`src/rtl/network_mul_pkg.sv`:
```
// network_mul_pkg: shared multiplier widths, pipeline latency and the default-width pipe tag
package network_mul_pkg;
    localparam int MUL_A_W = 16;
    localparam int MUL_B_W = 11;
    localparam int MUL_P_W = 27;
    localparam int MUL_LAT = 2;
    localparam int IDW     = 2;
    typedef struct packed {
        logic           v;
        logic [IDW-1:0] id;
    } tag_t;
endpackage

```
`src/rtl/network_mul_mul_16s_11ns_27_3_1.sv`:
```
// network_mul_mul_16s_11ns_27_3_1: two ce-gated stages, 16-bit signed din0 x 11-bit unsigned din1 -> 27-bit signed dout
module network_mul_mul_16s_11ns_27_3_1
    import network_mul_pkg::*;
(
    input  logic               clk,
    input  logic               reset,
    input  logic               ce,
    input  logic [MUL_A_W-1:0] din0,
    input  logic [MUL_B_W-1:0] din1,
    output logic [MUL_P_W-1:0] dout
);
    logic [MUL_A_W-1:0] a_q;
    logic [MUL_B_W-1:0] b_q;
    logic [MUL_P_W-1:0] p_q;
    logic               unused_reset;
    assign unused_reset = reset;
    always_ff @(posedge clk) begin
        if (ce) begin
            a_q <= din0;
            b_q <= din1;
            p_q <= $signed({{(MUL_P_W-MUL_A_W){a_q[MUL_A_W-1]}}, a_q}) * $signed({{(MUL_P_W-MUL_B_W){1'b0}}, b_q});
        end
    end
    assign dout = p_q;
endmodule

```
`src/rtl/network_mul_rr_arbiter.sv`:
```
// network_mul_rr_arbiter: round-robin sharing of one pipelined 16s x 11u multiplier among NREQ lanes, ids carried in a tag pipe
module network_mul_rr_arbiter #(
    parameter int NREQ    = 4,
    parameter int IDW     = 2,
    parameter int MUL_LAT = network_mul_pkg::MUL_LAT
) (
    input  logic                                     clk,
    input  logic                                     reset,
    input  logic                                     en,
    input  logic [NREQ-1:0]                          req_valid,
    output logic [NREQ-1:0]                          req_ready,
    input  logic [NREQ*network_mul_pkg::MUL_A_W-1:0] req_a,
    input  logic [NREQ*network_mul_pkg::MUL_B_W-1:0] req_b,
    output logic                                     res_valid,
    input  logic                                     res_ready,
    output logic [IDW-1:0]                           res_id,
    output logic [network_mul_pkg::MUL_P_W-1:0]      res_data,
    output logic                                     busy
);
    localparam int AW = network_mul_pkg::MUL_A_W;
    localparam int BW = network_mul_pkg::MUL_B_W;
    logic               ce;
    logic               accept;
    logic               found;
    logic [IDW-1:0]     ptr;
    logic [IDW-1:0]     gnt_id;
    logic [MUL_LAT-1:0] tag_v;
    logic [IDW-1:0]     tag_id [MUL_LAT];
    logic [AW-1:0]      lane_a [NREQ];
    logic [BW-1:0]      lane_b [NREQ];
    logic [AW-1:0]      din0;
    logic [BW-1:0]      din1;

    function automatic logic [IDW:0] rr_pick(input logic [NREQ-1:0] v, input logic [IDW-1:0] p);
        logic [IDW:0] r;
        int           i;
        r = '0;
        for (int k = NREQ - 1; k >= 0; k--) begin
            i = (int'(p) + k) % NREQ;
            if (v[IDW'(i)]) r = {1'b1, IDW'(i)};
        end
        return r;
    endfunction

    always_comb begin
        for (int i = 0; i < NREQ; i++) begin
            lane_a[i] = req_a[i*AW +: AW];
            lane_b[i] = req_b[i*BW +: BW];
        end
    end

    assign {found, gnt_id} = rr_pick(req_valid, ptr);
    assign ce        = !(tag_v[MUL_LAT-1] && !res_ready);
    assign accept    = ce && en && found;
    assign req_ready = (reset && accept) ? NREQ'(1) << gnt_id : '0;
    assign din0      = accept ? lane_a[gnt_id] : '0;
    assign din1      = accept ? lane_b[gnt_id] : '0;

    always_ff @(posedge clk or negedge reset) begin
        if (!reset) begin
            tag_v <= '0;
            ptr   <= '0;
            for (int k = 0; k < MUL_LAT; k++) tag_id[k] <= '0;
        end else if (ce) begin
            tag_v     <= MUL_LAT'({tag_v, accept});
            tag_id[0] <= gnt_id;
            for (int k = 1; k < MUL_LAT; k++) tag_id[k] <= tag_id[k-1];
            if (accept) ptr <= (gnt_id == IDW'(NREQ - 1)) ? '0 : gnt_id + 1'b1;
        end
    end

    assign res_valid = tag_v[MUL_LAT-1];
    assign res_id    = tag_id[MUL_LAT-1];
    assign busy      = |tag_v;

    network_mul_mul_16s_11ns_27_3_1 u_mul (
        .clk   (clk),
        .reset (1'b0),
        .ce    (ce),
        .din0  (din0),
        .din1  (din1),
        .dout  (res_data)
    );
endmodule
```
`config.mk`:
```
export PLATFORM = sky130hd
export DESIGN_NAME = network_mul_rr_arbiter
export DESIGN_NICKNAME = d
export VERILOG_FILES = /design/src/rtl/network_mul_pkg.sv /design/src/rtl/network_mul_mul_16s_11ns_27_3_1.sv /design/src/rtl/network_mul_rr_arbiter.sv
export SDC_FILE = /design/constraint.sdc
export NUM_CORES = 1
export LEC_CHECK = 0
export BUFFER_PORTS_ARGS = -buffer_cell sky130_fd_sc_hd__buf_2
export CORE_MARGIN = 2
export CORE_UTILIZATION = 55
export CTS_CLUSTER_DIAMETER = 60
export CTS_CLUSTER_SIZE = 24
export DETAILED_ROUTE_END_ITERATION = 12
export GPL_TIMING_DRIVEN = 0
export PLACE_DENSITY = 0.78
export SYNTH_ARGS = -nofsm -noshare
export SYNTH_HDL_FRONTEND = slang
export SYNTH_SLANG_ARGS = --single-unit
```
`constraint.sdc`:
```
create_clock -name clk -period 10.3 [get_ports clk]
set_input_delay 1.03 -clock clk [delete_from_list [all_inputs] [get_ports clk]]
set_output_delay 1.03 -clock clk [all_outputs]
set_load 0.02 [all_outputs]
```
== Word level (Yosys, flattened, before mapping) ==
Index checks and enable logic that the tools add are counted.

* Memories: 0
* Latch bits: 0
* Bits in writable memories: 0
* Output and inout bits: 35
* Register bits after elaboration: 62
* Bits in read-only memories: 0
* Bits of input ports: 116

* Magnitude comparators: 5
* Bitwise logic cells: 2
* $mul: 1
* Reduce and logical (&&, ||, !) cells: 8
* Eq/ne operators: 1
* $add $sub $neg: 4
* Shift operators: 1
* Mux-type cells: 24
* Divide/modulo/power cells: 0

{| class="wikitable"
|+ Operators by type and width
! cell !! number
|-
| $bmux W16 S2 || 1
|-
| $mux W16 || 2
|-
| $mul A16 B12 Y27 || 1
|-
| $bmux W11 S2 || 1
|-
| $mux W11 || 2
|-
| $lt A2 B4 Y1 const B || 4
|-
| $mux W3 || 4
|-
| $bmux W1 S2 || 4
|-
| $mux W1 || 8
|-
| $add A2 B1 Y2 const B || 2
|-
| $add A2 B2 Y2 const B || 2
|-
| $logic_and A1 B1 Y1 || 4
|-
| $mux W4 || 1
|-
| $shl A1 B2 Y4 const A || 1
|-
| $ge A3 B3 Y1 const B || 1
|-
| $not A2 Y3 || 1
|-
| $eq A2 B2 Y1 const B || 1
|-
| $logic_not A1 Y1 || 2
|-
| $mux W2 || 1
|-
| $reduce_and A2 Y1 || 1
|-
| $reduce_or A2 Y1 || 1
|-
| $not A1 Y1 || 1
|}

== Longest topological paths before layout ==
Gate-level depths: netlist of run 1.

* Depth after elaboration: 12
* Mapped depth: 21
* Mapped depth without buffers: 20

== By module ==
From an unflattened synthesis of run 1, not the netlist that was laid out.

* Cell total of the unflattened synthesis: 947
* Area total of the unflattened synthesis: 9435.3 um2

{| class="wikitable"
|+ Modules (own cells, without submodules)
! module !! cells an instance !! area an instance (um2) !! sequential area each (um2) !! times used
|-
| network_mul_mul_16s_11ns_27_3_1 || 800 || 8000.2 || 1621.6 || 1
|-
| network_mul_rr_arbiter || 147 || 1435.1 || 200.2 || 1
|}

== Least setup slack after synthesis of run 1 ==
OpenSTA, ideal clock, no wires.

* Path kind: register to register
* Start: register u_mul.b_q[3]
* End: register u_mul.p_q[26] (netlist: u_mul.dout[26]), data pin
* Data arrival time: 4.934 ns
* Slack: 5.100 ns
* Setup time: 0.266 ns
* Period minus slack after synthesis: 5.200 ns
* Required time: 10.034 ns
* Stages on the path, launching flop included: 20
* Cells stage by stage: edfxtp_1 -> clkbuf_1 -> nand2_1 -> fa_1 -> inv_1 -> fa_1 -> fa_1 -> fa_1 -> inv_1 -> fa_1 -> inv_1 -> ha_1 -> and3_1 -> o211ai_1 -> a21oi_2 -> o21a_1 -> o31ai_2 -> a31oi_1 -> nor4b_1 -> nor3_1

* Word-level cells in the longest chain between the ends: 1

{| class="wikitable"
|+ RTL lines
! what !! line !! RTL
|-
| start: declaration || network_mul_mul_16s_11ns_27_3_1.sv:13 || <nowiki>logic [MUL_B_W-1:0] b_q;</nowiki>
|-
| start signal: assignment || network_mul_mul_16s_11ns_27_3_1.sv:20 || <nowiki>b_q <= din1;</nowiki>
|-
| $mul A16 B12 Y27 || network_mul_mul_16s_11ns_27_3_1.sv:21 || <nowiki>p_q <= $signed({{(MUL_P_W-MUL_A_W){a_q[MUL_A_W-1]}}, a_q}) * $signed({{(MUL_P_W-MUL_B_W){1'b0}}, b_q});</nowiki>
|-
| end signal: assignment || network_mul_mul_16s_11ns_27_3_1.sv:21 ||
|-
| end: declaration || network_mul_mul_16s_11ns_27_3_1.sv:14 || <nowiki>logic [MUL_P_W-1:0] p_q;</nowiki>
|}

Every way passes these cells.
A chain may end at the register's enable or synchronous reset.

== Worst setup path in the final report of run 1 ==
* Start: register u_mul.b_q[4]
* End: register u_mul.p_q[23] (netlist: u_mul.dout[23]), data pin

Same word-level chain as after synthesis.

==> summary.txt, run 1 <==
CTS
  – Max Buffers Root-to-Sink: 2
  – H-Tree Depth: 3
  – Post-CTS sizing: 0
  – Cts hold-fix bufs: 0
  – Post-CTS setup buffer count: 0
  – CTS Buf Count: 9
  – Clk sink count: 62
  – Clk pin slew, worst setup/hold paths: 0.06 ns
  – Clk_lat worst skew: 0.35 ns
  – CTS tree: done
  – Root Buffer: clkbuf_16

Power
  – Static leakage: 0.00556 uW
  – Max VDD drop: 237 uV
  – PwrDens: 345 nW/um^2

Global routing
  – GRT Total Usage: 0.255
  – Maximum number of pins on one net before global-route repair: 36
  – First-pass GRT wire length: 35600 um
  – Initial antenna violation count: 0
  – Grt total ovfl: 0
  – Vias in the first global route: 7502

Place
  – Post-detail-place hpwl: 17500 um
  – Port Buf Inserts: 150
  – Placer Congestion: 0.957
  – Pre-CTS setup slack: 4.23 ns
  – DP Area: approximately 10000 sq um

Synthesis
  – Synthesized flop and latch total: 62
  – EDFF count, synth: 54
  – Sequential fraction of the synthesis area: 0.194
  – Yosys Warn Count: 0
  – Post-synthesis cell type count: 50
  – Main synth FF type: edfxtp_1
  – Syn_area_per_cell: 10.1 sq um
  – Synthesized area: approximately 9400 sq um
  – Post-Synthesis Cells: 932
  – Ys async rst share: 0.129
  – Synthesized net count: 1269

Routing
  – DRT iter0 DRCs: 353
  – Pre-antenna DRT Iters: 6
  – DRC violation count after routing: 0
  – WL/cell: 16.0 um
  – DR vias: 6933
  – ANT nets after route: 0
  – Final wirelength: 21200 um
  – Drt via density: 5.26

Cells and area
  – Fillcell total: 1342
  – Area delta synth->final: 14.1%
  – Final core utilization: 0.643
  – Layout cells sized above 1: 0.192
  – Layout Cell Area excl Fill: 10700 sq um
  – Final #Nets: between 1000 and 1500
  – Antenna Cells: 0

Timing
  – Unrepaired setup endpoints after global routing: no
  – Max-slew headroom: 0.522
  – Final Hold Viols: 0
  – Setup ws final: 4.19 ns
  – Final Max Slew Viols: 0
  – Actual slew at the worst max-slew pin: around 0.7 ns
  – Post-route setup TNS: 0 ns
  – Hold_ws: 0.478 ns
  – Setup-failing EPs final: 0
  – Clock Skews: just over 0.008 ns
  – Final period utilization: 0.593
  – Fmax: 164 MHz
  – Fin crit period: between 6 and 7 ns

Status
  – Status: finished, final reports clean

Worst hold path
  – HP Class: reg2reg

Setup path
  – Crit-path cells: clkbuf_1 > nand2_1 > fa_1 > inv_1 > fa_1 > inv_1 > fa_1 > inv_1 > fa_1 > inv_1 > fa_1 > inv_1 > ha_1 > a21o_1 > a31o_2 > a21o_1 > nand3_1 > a31oi_1 > mux2i_1 > o311ai_0
  – Worst path max stage delay: 0.57 ns
  – Crit end category: flop
  – Crit-path leading delay family: adder cells
  – Crit path DAT: 6.18 ns
  – Slowest stage cell, crit path: fa_1
  – Crit-path max FO: 10
  – CP bufs+invs: 6
  – Crit Path Class: reg2reg
  – Critical path startpoint category: flop
  – CP required: 10.37 ns

Die
  – Std-Cell Core Area: 16600 sq um
  – Die area: roughly 18000 sq um
  – Initial Util: 0.563
  – # rows: 47
  – Ports: 151
  – Die Ht: ~130 um
  – Die width: 135 um

Job
  – Max-cap viol count: 0
[worst reg2reg max path, delay by kind of cell, from the launching register on]
kind / cells / cell delay (ns)
adders and majority gates: 6 / 2.91
AOI/OAI and AO/OA: 5 / 1.00
buffers and inverters: 6 / 0.78
DFF: 1 / 0.56
and+or+nand+nor: 2 / 0.34
muxes: 1 / 0.23
[layout make-up]
cell class,count,area [sq um],share of cell area
Multi-Input combinational cell,607,6540,0.611
Sequential cell,62,1820,0.170
Inverter,223,837,0.0782
Timing Repair Buffer,151,771,0.0720
Tap cell,220,275,0.0257
Clock buffer,9,225,0.0210
Buffer,40,180,0.0168
Clock inverter,7,55.1,0.00514
[cell usage in the layout (no fill, tap or decap), drive strengths merged, types with 5 or more instances in the layout]
cell	n
inv	227
fa	158
buf	158
nand2	141
and2	85
ha	63
edfxtp	54
clkbuf	42
mux4	27
a21oi	21
xnor2	15
a21o	11
o21ai	11
nor2	9
xor2	9
and3	8
dfrtp	8
nand2b	5
[power by group]
part	internal, uW	switching (uW)
clock	166	132
sequential	490	48.0
combinational	1220	1630
total	1880	1810
[cells in the mapped netlist, drive strengths merged, types with 7 or more instances]
master    n  area, sq um
mux4     27          608
inv     223          837
fa      158         3160
buf       7         56.3
and3      8         50.1
edfxtp   54         1620
nand2   141          529
nor2      9         33.8
a21oi    21          109
clkbuf   33          124
xnor2    15          131
dfrtp     8          200
xor2      9         78.8
o21ai    11         55.1
and2     85          533
a21o     11         82.6
ha       63          788
[per-stage QoR]
stage          instances  power [uW]
3_5_place_dp        1303        3390
2_1_floorplan        932        2780
3_3_place_gp        1302        3290
5_1_grt             1319        4140
6_report            1319        3690
4_1_cts             1319        3710
[per-layer routing]
layer	up-vias	part of all wire	track usage
li1	3184	-	-
met1	3386	0.40	0.327
met2	309	0.50	0.434
met5	-	0	0
met4	0	0.032	0.107
met3	54	0.071	0.0439
[kinds of logic after synthesis]
logic type      count (synthesis)  synth area share
fa+ha+maj                     221             0.421
mux                            29            0.0670
compound gates                 64            0.0456
flops                          62             0.194
buf+inv                       263             0.108
xor+xnor                       24            0.0224
simple gates                  269             0.141
[sequential cells by signal (all words and copies together) (netlist names)]
register,count
u_mul.dout,27
u_mul.a_q,16
u_mul.b_q,11
ptr,2
res_id,2
tag_id,2
tag_v,2
[final timing paths]
kind | cells past startpoint | endpoint | slack [ns] | start
worst max-delay path | 20 | u_mul.dout[23]$_DFFE_PN_ | 4.19 | u_mul.b_q[4]$_SDFFCE_PN0N_
worst min-delay path | 2 | res_id[0]$_DFFE_PN0N_ | 0.48 | tag_id[2]$_DFFE_PN0N_
max in group asynchronous | 1 | ptr[1]$_DFFE_PN0P_ | 9.57 | reset
worst max register to register | 20 | u_mul.dout[23]$_DFFE_PN_ | 4.19 | u_mul.b_q[4]$_SDFFCE_PN0N_
worst min register to register | 2 | res_id[0]$_DFFE_PN0N_ | 0.48 | tag_id[2]$_DFFE_PN0N_
min in group asynchronous | 1 | tag_v[1]$_DFFE_PN0N_ | 0.53 | reset
Power figures use the tool's default switching activity.
==> inputs of run 2 (changes only) <==
==> constraint.sdc (replaced) <==
create_clock -name clk -period 5.9 [get_ports clk]
set_input_delay 0.59 -clock clk [delete_from_list [all_inputs] [get_ports clk]]
set_output_delay 0.59 -clock clk [all_outputs]
set_load 0.02 [all_outputs]
==> run 2 against run 1 <==
  * Critical path depth fell by 2
  * Worst hold slack got worse by 0.39 ns
  * Sequential cell count stayed put
  * Non-clock buffer count is 1 higher
  * Largest cell class unchanged
  * Largest power group unchanged
==> summary.txt, run 2 (synthesized netlist as in run 1, its figures left out) <==
Setup path
  – Crit Path Class: reg2reg
  – Critical path startpoint: u_mul.a_q[4]$_SDFFCE_PN0N_
  – Slowest stage cell, crit path: fa_1
  – RR Startpoint: u_mul.a_q[4]$_SDFFCE_PN0N_
  – Worst path max stage delay: 0.51 ns
  – CP dominant cell by count: fa_1
  – Crit-path cells: clkbuf_1 > and2_1 > fa_1 > fa_1 > fa_1 > fa_1 > inv_1 > fa_1 > inv_1 > ha_1 > and3_1 > o211ai_1 > a21oi_2 > o21a_1 > o31ai_4 > a31oi_1 > nor4b_1 > nor3_1
  – Crit-path max FO: 10
  – CP required: 6.00 ns
  – Critical path startpoint category: flop
  – Crit end category: flop
  – Crit path DAT: about 5.8 ns

Die
  – Ports: 151
  – Die width: around 130 um
  – # rows: 47
  – Initial Util: 0.563
  – Die Ht: about 130 um
  – Die area: 18100 sq um
  – Std-Cell Core Area: 16600 sq um

Global routing
  – Vias in the first global route: 7528
  – Grt total ovfl: 0
  – First-pass GRT wire length: 35600 um
  – Maximum number of pins on one net before global-route repair: 36
  – GRT Total Usage: 0.256
  – Initial antenna violation count: 0

Cells and area
  – Fillcell total: 1333
  – Area delta synth->final: 14.9%
  – Layout cells sized above 1: 0.207
  – Commonest cells after routing, fill and taps aside: inv_1 (222), fa_1 (158), buf_2 (150)
  – Final core utilization: 0.647
  – Antenna Cells: 0
  – Final #Nets: about 1400
  – Most common cell after layout, fill and taps aside: inv_1
  – Max reg flops: 27

Timing
  – Max-slew headroom: 0.524
  – Final Max Slew Viols: 0
  – Fmax: between 150 and 200 MHz
  – Unrepaired setup endpoints after global routing: yes
  – Setup-failing EPs final: 0
  – Final period utilization: 0.972
  – Final Hold Viols: 0
  – Setup ws final: about 0.16 ns
  – Clock Skews: 0.00685 ns
  – Hold_ws: about 0.091 ns
  – Fin crit period: 5.74 ns
  – Post-route setup TNS: 0 ns
  – Actual slew at the worst max-slew pin: 0.714 ns

Place
  – Placer Congestion: approximately 0.96
  – Pre-CTS setup slack: -0.171 ns
  – Port Buf Inserts: 150
  – Post-detail-place hpwl: 17500 um

Power
  – Total power: 6520 uW
  – PwrDens: 605 nW/um^2
  – Max VDD drop: ~420 uV
  – Static leakage: 0.00562 uW

Routing
  – DR vias: 6964
  – DRC violation count after routing: 0
  – DRT iter0 DRCs: 332
  – Pre-antenna DRT Iters: 5
  – WL/cell: 16.2 um
  – DR top layer: met4
  – Metal2 WL: about 11000 um
  – Met3 routed WL: 1410 um
  – Routed length on met1: 8600 um
  – Drt via density: 5.28
  – Final wirelength: 21400 um
  – ANT nets after route: 0

CTS
  – Clk pin slew, worst setup/hold paths: 0.06 ns
  – Root Buffer: clkbuf_16
  – Clk sink count: 62
  – CTS tree: done
  – Cts hold-fix bufs: 0
  – Clk_lat worst skew: 0.35 ns
  – CTS Buf Count: 9
  – Max Buffers Root-to-Sink: 2
  – H-Tree Depth: 3

Worst hold path
  – HP Class: in2async

Job
  – Max-cap viol count: 0

Status
  – Status: finished, final reports clean
run 2: changes by cell type in the layout (fill, tap and decap cells not counted):
| cell | before | now |
|---|---|---|
| o31ai_4 | 1 | 2 |
| buf_4 | 2 | 9 |
| a31oi_4 | 0 | 1 |
| clkbuf_4 | 0 | 2 |
| clkbuf_2 | 0 | 7 |
| a31oi_1 | 3 | 2 |
| o31ai_2 | 1 | 0 |
| clkbuf_1 | 33 | 18 |
run 2: layout make-up:
class | count | area (sq um) | share of cell area
sequential | 62 | 1820 | 0.169
inverter | 223 | 837 | 0.0777
buffer | 34 | 174 | 0.0161
multi-input combinational | 607 | 6560 | 0.609
clock inverter | 7 | 55.1 | 0.00511
tap | 220 | 275 | 0.0255
clock buffer | 9 | 225 | 0.0209
timing repair buffer | 158 | 823 | 0.0764
run 2: path summary, 6_finish.rpt:
kind                                       endpoint  slack (ns)  cells after the start
max                        u_mul.dout[26]$_DFFE_PN_        0.16                     18
min                            tag_v[1]$_DFFE_PN0N_        0.09                      1
max reg2reg                u_mul.dout[26]$_DFFE_PN_        0.16                     18
min reg2reg                   res_id[1]$_DFFE_PN0N_        0.48                      2
max in group asynchronous        ptr[1]$_DFFE_PN0P_        5.61                      1
min in group clk              res_id[1]$_DFFE_PN0N_        0.48                      2
run 2: metrics by stage:
| step | instance area (sq um) | std cells |
|---|---|---|
| 2_1_floorplan | 9380 | 932 |
| 3_3_place_gp | 10400 | 1302 |
| 3_5_place_dp | 10400 | 1303 |
| 4_1_cts | 10700 | 1319 |
| 5_1_grt | 10800 | 1320 |
| 6_report | 10800 | 1320 |
run 2: critical path, delay by kind of cell, from the launching register on:
kind	cells	cell delay, ns
fa+ha+maj	6	2.75
compound gates	5	0.99
simple gates	4	0.84
buf+inv	3	0.54
flops	1	0.36
run 2: repair_timing:
item,in CTS,in global routing
endpoints found under the setup margin,4,5
buffers inserted,1,6
gates resized for setup,3,19
run 2: layer usage:
metal,vias up,global-route usage
met2,301,0.435
li1,3185,-
met3,53,0.0458
met5,-,0
met4,0,0.108
met1,3425,0.326
run 2: power by group:
part / internal, uW / leakage [uW] / switching (uW)
Clock: 289 / 0.000133 / 230
Sequential: 855 / 0.000667 / 106
Combinational: 2160 / 0.00482 / 2880
